### config.mk
export PLATFORM = sky130hd
export DESIGN_NAME = load_store_unit
export DESIGN_NICKNAME = d
export VERILOG_FILES = /design/src/rtl/load_store_unit.sv
export SDC_FILE = /design/constraint.sdc
export NUM_CORES = 1
export LEC_CHECK = 0
export ABC_AREA = 1
export BUFFER_PORTS_ARGS = -buffer_cell sky130_fd_sc_hd__buf_2
export CORE_MARGIN = 5
export CORE_UTILIZATION = 40
export CTS_BUF_LIST = sky130_fd_sc_hd__clkbuf_8
export CTS_CLUSTER_SIZE = 14
export DETAILED_ROUTE_END_ITERATION = 7
export PLACE_DENSITY = 0.74
export SLEW_MARGIN = 20
export SYNTH_ARGS = -nofsm -noshare
export SYNTH_HDL_FRONTEND = slang
export SYNTH_SLANG_ARGS = --single-unit
### constraint.sdc
create_clock -name clk -period 2.5 [get_ports clk]
set_clock_uncertainty 0.05 [all_clocks]
set_input_delay 0.75 -clock clk [delete_from_list [all_inputs] [get_ports clk]]
set_output_delay 0.75 -clock clk [all_outputs]
set_load 0.005 [all_outputs]
### src/rtl/load_store_unit.sv
// Load/store unit bridging a core request to a word-organised memory.
// Sub-word stores are done as read-modify-write; misaligned or out-of-range requests fault.
module load_store_unit #(
  parameter int unsigned MEMORY_SIZE = 4096
) (
  input  logic        clk,
  input  logic        reset,
  input  logic        start,
  input  logic        store,
  input  logic [2:0]  funct3,
  input  logic [31:0] addr,
  input  logic [31:0] wdata,
  output logic        busy,
  output logic        done,
  output logic        access_fault,
  output logic [31:0] rdata,
  output logic        memory_read,
  output logic        memory_write,
  output logic [31:0] address,
  output logic [31:0] write_data,
  input  logic [31:0] read_data
);

  localparam logic [1:0] StIdle  = 2'd0;
  localparam logic [1:0] StRead  = 2'd1;
  localparam logic [1:0] StWrite = 2'd2;
  localparam logic [1:0] StDone  = 2'd3;

  logic [1:0]  state_q, state_d;
  logic        store_q;
  logic [2:0]  funct3_q;
  logic [31:0] addr_q;
  logic [31:0] wdata_q;
  logic [31:0] word_q;
  logic [31:0] rdata_q, rdata_d;
  logic        fault_q;
  logic        fault_in;
  logic        accept;
  logic [7:0]  rd_byte;
  logic [15:0] rd_half;
  logic [31:0] merged;

  assign accept = (state_q == StIdle) && start;

  always_comb begin
    fault_in = 1'b0;
    if (funct3 == 3'b011 || funct3[2:1] == 2'b11) fault_in = 1'b1;
    if (store && funct3[2]) fault_in = 1'b1;
    if (funct3[1:0] == 2'b01 && addr[0]) fault_in = 1'b1;
    if (funct3[1:0] == 2'b10 && addr[1:0] != 2'b00) fault_in = 1'b1;
    if (addr >= MEMORY_SIZE) fault_in = 1'b1;
  end

  always_comb begin
    state_d = state_q;
    case (state_q)
      StIdle: begin
        if (start) begin
          if (fault_in) state_d = StDone;
          else if (store && funct3[1:0] == 2'b10) state_d = StWrite;
          else state_d = StRead;
        end
      end
      StRead:  state_d = store_q ? StWrite : StDone;
      StWrite: state_d = StDone;
      default: state_d = StIdle;
    endcase
  end

  // Load extraction works on the live read_data so rdata lands on the READ->DONE edge.
  assign rd_byte = read_data[{addr_q[1:0], 3'b000} +: 8];
  assign rd_half = addr_q[1] ? read_data[31:16] : read_data[15:0];

  always_comb begin
    rdata_d = rdata_q;
    if (state_q == StRead && !store_q) begin
      case (funct3_q)
        3'b000:  rdata_d = {{24{rd_byte[7]}}, rd_byte};
        3'b001:  rdata_d = {{16{rd_half[15]}}, rd_half};
        3'b010:  rdata_d = read_data;
        3'b100:  rdata_d = {24'd0, rd_byte};
        3'b101:  rdata_d = {16'd0, rd_half};
        default: rdata_d = rdata_q;
      endcase
    end
  end

  always_comb begin
    merged = word_q;
    case (funct3_q[1:0])
      2'b00:   merged[{addr_q[1:0], 3'b000} +: 8] = wdata_q[7:0];
      2'b01:   merged[{addr_q[1], 4'b0000} +: 16] = wdata_q[15:0];
      default: merged = wdata_q;
    endcase
  end

  always_ff @(posedge clk or negedge reset) begin
    if (!reset) begin
      state_q  <= StIdle;
      store_q  <= 1'b0;
      funct3_q <= 3'b000;
      addr_q   <= 32'd0;
      wdata_q  <= 32'd0;
      word_q   <= 32'd0;
      rdata_q  <= 32'd0;
      fault_q  <= 1'b0;
    end else begin
      state_q <= state_d;
      rdata_q <= rdata_d;
      if (accept) begin
        store_q  <= store;
        funct3_q <= funct3;
        addr_q   <= addr;
        wdata_q  <= wdata;
        fault_q  <= fault_in;
      end
      if (state_q == StRead) word_q <= read_data;
    end
  end

  assign busy         = state_q != StIdle;
  assign done         = state_q == StDone;
  assign access_fault = (state_q == StDone) && fault_q;
  assign memory_read  = state_q == StRead;
  assign memory_write = state_q == StWrite;
  assign address      = {addr_q[31:2], 2'b00};
  assign write_data   = merged;
  assign rdata        = rdata_q;

endmodule

==> results of run 1 <==
-- sequential cells by signal, indices dropped and copies added (netlist names) --
register  flops
addr_q       32
rdata        32
wdata_q      32
word_q       32
funct3_q      3
state_q       2
fault_q       1
store_q       1
-- metrics by stage --
step	TNS [ns]	hold WS, ns	instance area, µm²	util [%]
after floorplan	0	0.403	7090	-
after global placement	0	0.420	8190	47.2
after detailed placement	0	0.431	8190	47.2
after CTS	-5.82	0.198	8870	51.1
after global routing	-8.86	0.218	8930	51.5
final	-5.71	0.203	8930	51.5
-- critical path: stages, from the launching register on --
cell and delay, ns:
dfrtp_1 0.40, inv_2 0.12, ha_2 0.21, buf_4 0.12, inv_4 0.04, a32oi_1 0.20
o221ai_1 0.22, buf_2 0.19
-- path summary, 6_finish.rpt --
| check | end | slack (ns) |
|---|---|---|
| min in group clk | rdata[15]$_DFFE_PN0P_ | 0.44 |
| worst max-delay path | write_data[12] | -0.25 |
| worst max register to register | rdata[27]$_DFFE_PN0P_ | 0.37 |
| max in group asynchronous | wdata_q[16]$_DFFE_PN0P_ | 1.55 |
| worst min-delay path | wdata_q[10]$_DFFE_PN0P_ | 0.20 |
| worst min register to register | rdata[15]$_DFFE_PN0P_ | 0.44 |
-- where the power goes --
part / internal, mW / switching (mW)
Clock: 1.20 / 0.916
Combinational: 2.79 / 3.79
Sequential: 3.30 / 0.608
Total: 7.29 / 5.31
-- cell type report --
| type | instances | area share [%] |
|---|---|---|
| Clock buffer | 17 | 2.62 |
| Clock inverter | 15 | 2.54 |
| Tap cell | 225 | 3.15 |
| Multi-Input combinational cell | 543 | 36.0 |
| Sequential cell | 135 | 37.8 |
| Inverter | 76 | 3.22 |
| Timing Repair Buffer | 234 | 14.6 |
-- cell usage in the layout, fill, tap and decap left out, types with 6 or more instances in the layout --
cell type  instances
nor2_1            62
o21ai_0           61
o22ai_2            9
nand2_1          187
a21oi_1           50
o221ai_1          10
buf_4             26
o22ai_1            7
inv_1             71
buf_2            200
dfrtp_1          134
nand3_1           28
mux2_2            52
inv_2              6
o32ai_2            6
buf_6              6
a31oi_1           23
clkbuf_8          17
-- cells by family (layout without fill, tap and decap cells) --
logic type,after synthesis,after routing,share of synthesized area [%]
and+or+nand+nor,294,294,16.4
adders and majority gates,9,9,1.59
DFF,135,135,47.7
other,1,2,0.0529
buffers and inverters,153,342,10.4
muxes,52,52,8.27
AOI/OAI and AO/OA,186,186,15.6
-- routing by layer --
metal	routed length, µm	GRT usage (%)	vias up	part of all wire, %
li1	-	-	3105	-
met1	9110	28.5	3066	42
met2	9730	31.7	321	45
met3	2310	6.73	38	11
met4	469	7.05	4	2.2
met5	21	0	-	0.097
-- repair_timing --
| action | CTS | global route |
|---|---|---|
| hold endpoints to repair | 0 | 0 |
| hold buffers | 0 | 0 |
| gates cloned | 0 | 0 |
| endpoints found under the setup margin | 32 | 36 |
| setup buffers | 4 | 0 |
| resized for setup | 38 | 13 |
| pin swaps | 6 | 2 |
==> results.yml, run 1 <==
critical_path:
  cp_max_fo: 6
  startpoint: "addr_q[1]$_DFFE_PN0P_"
  crit_path_start_kind: "flip-flop"
  reg2reg_from: "state_q[1]$_DFFE_PN0P_"
  cp_endpoint_kind: "output pin"
  path_class: "reg2out"
  cp.required_ns: 1.70
  reg2regPathDepth: 8
  cp.arrival_ns: 1.95
layout:
  post_route_cells_drive_above_1_share_pct: 36.3
  antenna_cells: 0
  final_nets: 1119
  final.fill_count: 1609
  flow.area_growth_from_synthesis_pct: 26.1
  multiInputGateArea_um2: 3220
  finalNonFillerCells: 1245
  seqCellArea_um2: 3380
place:
  detailedPlacementHpwl_um: 16200
  final_gp_congestion: 0.895
  place.port_buffers: 201
  place_ws_ns: 0.0378
  placed_cells_incl_taps: 1209
power:
  p_leak_nw: 4.34
  total_power_mw: 12.6
  vdd_drop_max_mv: 0.555
  power.density_nw_per_um2: 1410
status:
  violations: "setup timing"
  run_status: "finished, violations left"
timing:
  worst_pin_slew_ns: 0.630
  timing_hold_violations_final: 0
  rsz_0062_raised_after_global_routing: "true"
  slew_headroom_pct: 57.9
  setup-violations-final: 32
  setup_ws_post_layout_ns: -0.254
  min_period_ns: 2.75
  maxSlewViolCount: 0
  layout_worst_path_cycle_share_pct: 110
  fmax_ghz: 0.363
route:
  drt_drc_violations_left: 0
  vias_per_cell: 5.25
  detail_route.wl_per_cell_um: 17.4
  drt.antenna.violating_nets: 0
  vias: 6534
  detail_route.wirelength_um: 21600
  dr.first_iter.drc_count: 662
  drt_first_pass_iters: 5
synth:
  synth-async-reset-ratio_pct: 100
  seq_area_frac_synth_pct: 47.7
  synth_cell_type_count: 28
  syn-instance-count: 830
  top_post_synthesis_cells_by_area: "dfrtp_1 48%, nand2_1 10%, mux2_2 8.3%"
  count_of_synthesis_stage_warnings_from_yosys: 0
  share_of_the_synthesized_area_in_the_top_cell_type_pct: 47.7
  synth_area_leader_cell: "dfrtp_1"
  syn_area_um2: 7080
  syn_avg_cell_area_um2: 8.53
  synth-edff-count: 0
  yosys.cell_count.top_type: "nand2_1"
  yosys_register_bits: 135
  primary_ff_master_synth: "dfrtp_1"
  netlist_top_cells_count: "191 x nand2_1, 135 x dfrtp_1, 73 x inv_1, 64 x nor2_1, 61 x o21ai_0"
floorplan:
  rows: 48
  die_w_um: 143
  die_area_um2: 20500
  num_io_pins: 204
  core_region_area_um2: 17400
  start_util_pct: 40.8
  die_height_um: 143
job:
  max_cap_viol_count: 0
clock_network:
  ctsHtreeMaxLevel: 4
  tritoncts.num_buffers: 17
  cts_tree: "built"
  cts.reportedPaths.clkPinSlew_ns: 0.08
  ctsRootBufferMaster: "clkbuf_8"
  insertion_delay_ns: 0.44
  cts.sink_count: 135
  cts_max_path_buffers: 2
global_route:
  grt_usage_pct: 20.9
  vias_in_the_first_global_route: 6267
  globalRoute.totalOverflow: 0
  antenna_found_initial: 2
  grt_first_pass_wirelength_um: 33700
  grt_start_max_net_pins: 66
min_path:
  holdCritPathClass: "in2async"
Note: power is estimated with default switching activity, not from simulation.
==> inputs of run 2 (changes only) <==
--- a/config.mk
+++ b/config.mk
@@ -7,12 +7,14 @@
 export LEC_CHECK = 0
 export ABC_AREA = 1
 export BUFFER_PORTS_ARGS = -buffer_cell sky130_fd_sc_hd__buf_2
+export CELL_PAD_IN_SITES_DETAIL_PLACEMENT = 1
+export CELL_PAD_IN_SITES_GLOBAL_PLACEMENT = 2
 export CORE_MARGIN = 5
-export CORE_UTILIZATION = 40
+export CORE_UTILIZATION = 28
 export CTS_BUF_LIST = sky130_fd_sc_hd__clkbuf_8
 export CTS_CLUSTER_SIZE = 14
 export DETAILED_ROUTE_END_ITERATION = 7
-export PLACE_DENSITY = 0.74
+export PLACE_DENSITY = 0.85
 export SLEW_MARGIN = 20
 export SYNTH_ARGS = -nofsm -noshare
 export SYNTH_HDL_FRONTEND = slang
==> run 2 against run 1 <==
Critical path type unchanged. Combinational power is 21% higher. Design area rose by 7.6%. Worst setup slack worse by 0.20 ns. Clock power is 9% higher. The flow still finishes with violations (setup timing). Critical path depth increased by 1. Flip-flop and latch count is the same. Total power rose by 12%. Utilization decreased by 13 points. Fmax shrank 6.8%. Sequential power about the same.
==> results.yml, run 2 (synthesis results as in run 1) <==
status:
  run_status: "finished, violations left"
  violations: "setup timing"
clock_network:
  cts.reportedPaths.clkPinSlew_ns: 0.09
  ctsRootBufferMaster: "clkbuf_8"
  tritoncts.num_buffers: 17
  ctsHtreeMaxLevel: 4
  cts_tree: "built"
  insertion_delay_ns: 0.46
  cts.sink_count: 135
  cts_max_path_buffers: 2
power:
  p_leak_nw: 4.55
  total_power_mw: 14.2
  vdd_drop_max_mv: 0.505
  power.density_nw_per_um2: 1470
layout:
  layout.cells.most_common: "buf_2"
  flow.area_growth_from_synthesis_pct: 35.7
  final_instance_area_um2: 9610
  post_route_cells_drive_above_1_share_pct: 39.6
  final_nets: 1141
  finalCoreUtilization_pct: 38.4
  finalNonFillerCells: 1372
  antenna_cells: 0
  final_cell_mix: "196 x buf_2, 186 x nand2_1, 135 x dfrtp_1"
global_route:
  globalRoute.totalOverflow: 0
  grt_first_pass_wirelength_um: 41700
  vias_in_the_first_global_route: 7175
  grt_usage_pct: 19.0
  antenna_found_initial: 3
  grt_start_max_net_pins: 66
floorplan:
  die_height_um: 169
  die_w_um: 169
  core_region_area_um2: 25000
  rows: 58
  die_area_um2: 28600
  num_io_pins: 204
  start_util_pct: 28.3
timing:
  setup-violations-final: 32
  setup_ws_post_layout_ns: -0.457
  slew_headroom_pct: 25.1
  worst_pin_slew_ns: 1.12
  maxSlewViolCount: 0
  timing_hold_violations_final: 0
  layout_worst_path_cycle_share_pct: 118
  fmax_ghz: 0.338
  min_period_ns: 2.96
  rsz_0062_raised_after_global_routing: "true"
critical_path:
  cp_endpoint_kind: "output pin"
  reg2regPathDepth: 8
  crit_path_start_kind: "flip-flop"
  slowest_cell_on_the_critical_path: "dfrtp_1"
  r2r-end: "rdata[21]$_DFFE_PN0P_"
  cp.arrival_ns: 2.16
  cp_max_fo: 5
  cp.required_ns: 1.70
  cp_common_cell: "inv_2"
  reg2reg_setup_slack_ns: 0.18
  worst_path_largest_cell_delay_ns: 0.42
  cell_chain_critical_path: "inv_2 -> buf_4 -> ha_4 -> inv_2 -> buf_6 -> a32oi_2 -> o221ai_1 -> buf_2"
  path_class: "reg2out"
  reg2reg_from: "addr_q[1]$_DFFE_PN0P_"
route:
  detail_route.wl_per_cell_um: 20.5
  dr.first_iter.drc_count: 438
  drt_drc_violations_left: 0
  drt_first_pass_iters: 4
  vias: 6798
  detail_route.wirelength_um: 28100
  vias_per_cell: 4.95
  drt.antenna.violating_nets: 0
place:
  place.port_buffers: 201
  placed_area_um2: 8420
  detailedPlacementHpwl_um: 20300
  placed_cells_incl_taps: 1323
  final_gp_congestion: 0.859
job:
  max_cap_viol_count: 0
min_path:
  holdCritPathClass: "in2async"
## run 2: worst max-delay path by stage
stage	startpoint	to	depth (start not counted)
4_1_cts	addr_q[1]$_DFFE_PN0P_	write_data[3]	6
6_report	addr_q[1]$_DFFE_PN0P_	write_data[12]	8
3_3_place_gp	addr_q[0]$_DFFE_PN0P_	write_data[10]	8
2_1_floorplan	addr_q[1]$_DFFE_PN0P_	write_data[1]	8
3_5_place_dp	addr_q[0]$_DFFE_PN0P_	write_data[4]	9
5_1_grt	addr_q[1]$_DFFE_PN0P_	write_data[12]	8
## run 2: what timing repair did
item | CTS | global route
resized for setup | 68 | 32
endpoints found under the setup margin | 32 | 32
setup buffers | 13 | 5
gates cloned | 1 | 0
hold buffers | 0 | 0
pin swaps | 13 | 16
## run 2: through the flow
step,setup TNS [ns],setup slack (ns),hold slack (ns)
4_1_cts,-9.85,-0.378,0.200
2_1_floorplan,0,0.0518,0.403
6_report,-9.71,-0.457,0.202
3_5_place_dp,-0.0142,-0.0115,0.434
5_1_grt,-12.28,-0.522,0.224
3_3_place_gp,0,0.0559,0.424
## run 2: worst max-delay path: cells and delay by family (launching register included)
| family | cells | cell delay, ns |
|---|---|---|
| adder cells (fa/ha/maj) | 1 | 0.15 |
| AO/OA/AOI/OAI | 2 | 0.51 |
| buffers and inverters | 5 | 0.62 |
| flip-flops | 1 | 0.42 |
## run 2: routing by layer
| layer | GRT usage, % | wire (µm) | vias up | part of all wire, % |
|---|---|---|---|---|
| met4 | 5.53 | 512 | 6 | 1.8 |
| li1 | - | - | 3143 | - |
| met3 | 6.21 | 2230 | 41 | 7.9 |
| met1 | 23.4 | 11700 | 3373 | 42 |
| met5 | 0 | 26 | - | 0.093 |
| met2 | 31.8 | 13600 | 235 | 48 |
## run 2: area by class of cell
type	count	area, µm²
Timing Repair Buffer	255	1580
Clock inverter	15	251
Timing Repair inverter	1	7.51
Inverter	76	294
Multi-Input combinational cell	543	3460
Sequential cell	135	3380
Clock buffer	17	234
Fill cell	2983	15400
Tap cell	330	413
## run 2: power breakdown
group | total, mW | internal [mW] | switching [mW]
Clock | 2.29 | 1.30 | 0.989
Sequential | 3.91 | 3.29 | 0.612
Combinational | 7.96 | 3.39 | 4.57
Total | 14.2 | 7.98 | 6.17
==> inputs of run 3 (changes only) <==
--- a/config.mk
+++ b/config.mk
@@ -14,7 +14,8 @@
 export CTS_BUF_LIST = sky130_fd_sc_hd__clkbuf_8
 export CTS_CLUSTER_SIZE = 14
 export DETAILED_ROUTE_END_ITERATION = 7
-export PLACE_DENSITY = 0.85
+export PLACE_DENSITY = 0.82
+export REMOVE_ABC_BUFFERS = 1
 export SLEW_MARGIN = 20
 export SYNTH_ARGS = -nofsm -noshare
 export SYNTH_HDL_FRONTEND = slang
==> run 3 against run 2 <==
The run still ends with setup timing left. Flip-flop and latch count did not move. Clock power down 3%. Sequential power rose by 1%. Combinational power is 4.5% lower. Highest routed layer unchanged.
==> results.yml, run 3 (synthesis results as in run 1) <==
status:
  violations: "setup timing"
  run_status: "finished, violations left"
place:
  placed_area_um2: 8380
  final_gp_congestion: 0.835
  detailedPlacementHpwl_um: 19100
  place.port_buffers: 201
critical_path:
  reg2reg_setup_slack_ns: 0.54
  path_class: "reg2out"
  cp_max_fo: 8
  reg2regPathDepth: 8
  r2r-end: "rdata[25]$_DFFE_PN0P_"
  crit_path_start_kind: "flip-flop"
  reg2reg_from: "funct3_q[1]$_DFFE_PN0P_"
  cp_endpoint_kind: "output pin"
  cp.required_ns: 1.70
  cp.arrival_ns: 2.02
global_route:
  grt_first_pass_wirelength_um: 40600
  grt_start_max_net_pins: 66
  globalRoute.totalOverflow: 0
  vias_in_the_first_global_route: 7017
  grt_usage_pct: 18.1
  antenna_found_initial: 3
clock_network:
  cts.reportedPaths.clkPinSlew_ns: 0.08
  ctsHtreeMaxLevel: 4
  cts_tree: "built"
  cts.sink_count: 135
  ctsRootBufferMaster: "clkbuf_8"
  insertion_delay_ns: 0.46
  tritoncts.num_buffers: 17
  cts_max_path_buffers: 2
layout:
  final.fill_count: 3003
  post_route_cells_drive_above_1_share_pct: 40.6
  flow.area_growth_from_synthesis_pct: 35.0
  final_cell_mix: "198 x buf_2, 184 x nand2_1, 134 x dfrtp_1"
  layout.cells.most_common: "buf_2"
  final_nets: 1136
  final_instance_area_um2: 9560
  antenna_cells: 0
min_path:
  holdCritPathClass: "in2async"
floorplan:
  die_w_um: 169
  rows: 58
  start_util_pct: 28.3
  num_io_pins: 204
  die_area_um2: 28600
  die_height_um: 169
  core_region_area_um2: 25000
route:
  detail_route.wirelength_um: 26200
  vias_per_cell: 4.78
  dr.first_iter.drc_count: 318
  detail_route.wl_per_cell_um: 19.2
  drt.antenna.violating_nets: 0
  drt_drc_violations_left: 0
  drt_first_pass_iters: 4
  vias: 6528
timing:
  worst_pin_slew_ns: 0.627
  slew_headroom_pct: 58.2
  maxSlewViolCount: 0
  timing_hold_violations_final: 0
  setup_ws_post_layout_ns: -0.317
  rsz_0062_raised_after_global_routing: "true"
  setup-tns-final_ns: -7.78
  layout_worst_path_cycle_share_pct: 113
  min_period_ns: 2.82
  setup-violations-final: 32
  fmax_ghz: 0.355
power:
  power.density_nw_per_um2: 1440
  vdd_drop_max_mv: 0.587
  p_leak_nw: 4.52
job:
  max_cap_viol_count: 0
run 3: changes by cell type in the layout (fill, tap and decap cells not counted), sizes merged:
cell,before,now
buf,255,251
bufinv,6,5
clkbuf,17,18
clkinv,4,0
clkinvlp,4,3
inv,78,82
run 3: power breakdown:
part / leakage [nW] / internal [mW] / switching (mW)
combinational: 2.72 / 3.24 / 4.37
sequential: 1.58 / 3.30 / 0.665
clock: 0.229 / 1.23 / 0.986
total: 4.52 / 7.76 / 6.02
run 3: timing repair:
| item | CTS | global route |
|---|---|---|
| setup endpoints to repair | 32 | 32 |
| gates resized for setup | 76 | 38 |
| pin swaps | 10 | 13 |
| hold buffers | 0 | 0 |
| setup buffers | 9 | 6 |
| endpoints found under the hold margin | 0 | 0 |
run 3: metrics by stage:
| step | setup slack [ns] | cells | hold WS, ns | power [mW] | utilization, % |
|---|---|---|---|---|---|
| floorplan | -0.684 | 754 | 0.403 | 7.39 | - |
| global placement | 0.0930 | 1321 | 0.419 | 10.3 | 33.5 |
| detailed placement | 0.0484 | 1321 | 0.438 | 10.4 | 33.5 |
| CTS | -0.270 | 1361 | 0.149 | 13.4 | 37.2 |
| global route | -0.398 | 1367 | 0.157 | 14.9 | 38.2 |
| finish | -0.317 | 1367 | 0.154 | 13.8 | 38.2 |
run 3: how the worst max path moves through the flow:
stage	from	end	slack, ns	cells past startpoint
6_report	addr_q[0]$_DFFE_PN0P_	write_data[1]	-0.32	9
5_1_grt	addr_q[0]$_DFFE_PN0P_	write_data[16]	-0.40	9
4_1_cts	addr_q[1]$_DFFE_PN0P_	write_data[7]	-0.27	9
3_5_place_dp	addr_q[0]$_DFFE_PN0P_	write_data[8]	0.05	7
3_3_place_gp	addr_q[0]$_DFFE_PN0P_	write_data[8]	0.09	7
2_1_floorplan	funct3_q[1]$_DFFE_PN0P_	write_data[13]	-0.68	3
run 3: critical path, stage by stage, from the launching register on:
cell,delay [ns]
dfrtp_1,0.41
inv_2,0.11
ha_4,0.24
inv_2,0.07
nand4_1,0.12
buf_6,0.19
o22ai_2,0.09
nand2_1,0.07
o221ai_2,0.09
buf_2,0.17
run 3: metal layers:
layer	track usage, %	vias to the layer above	share of wire (%)	routed length, µm
li1	-	3140	-	-
met1	24.1	3174	45	11700
met2	28.9	164	47	12400
met3	4.83	44	5.4	1410
met4	5.50	6	2.4	631
met5	0	-	0.10	27
run 3: cell type report:
class,count,area [µm²],area share [%]
Tap cell,330,413,4.32
Clock inverter,14,220,2.30
Multi-Input combinational cell,543,3510,36.7
Inverter,76,295,3.09
Clock buffer,18,248,2.59
Timing Repair Buffer,251,1490,15.6
Sequential cell,135,3380,35.3
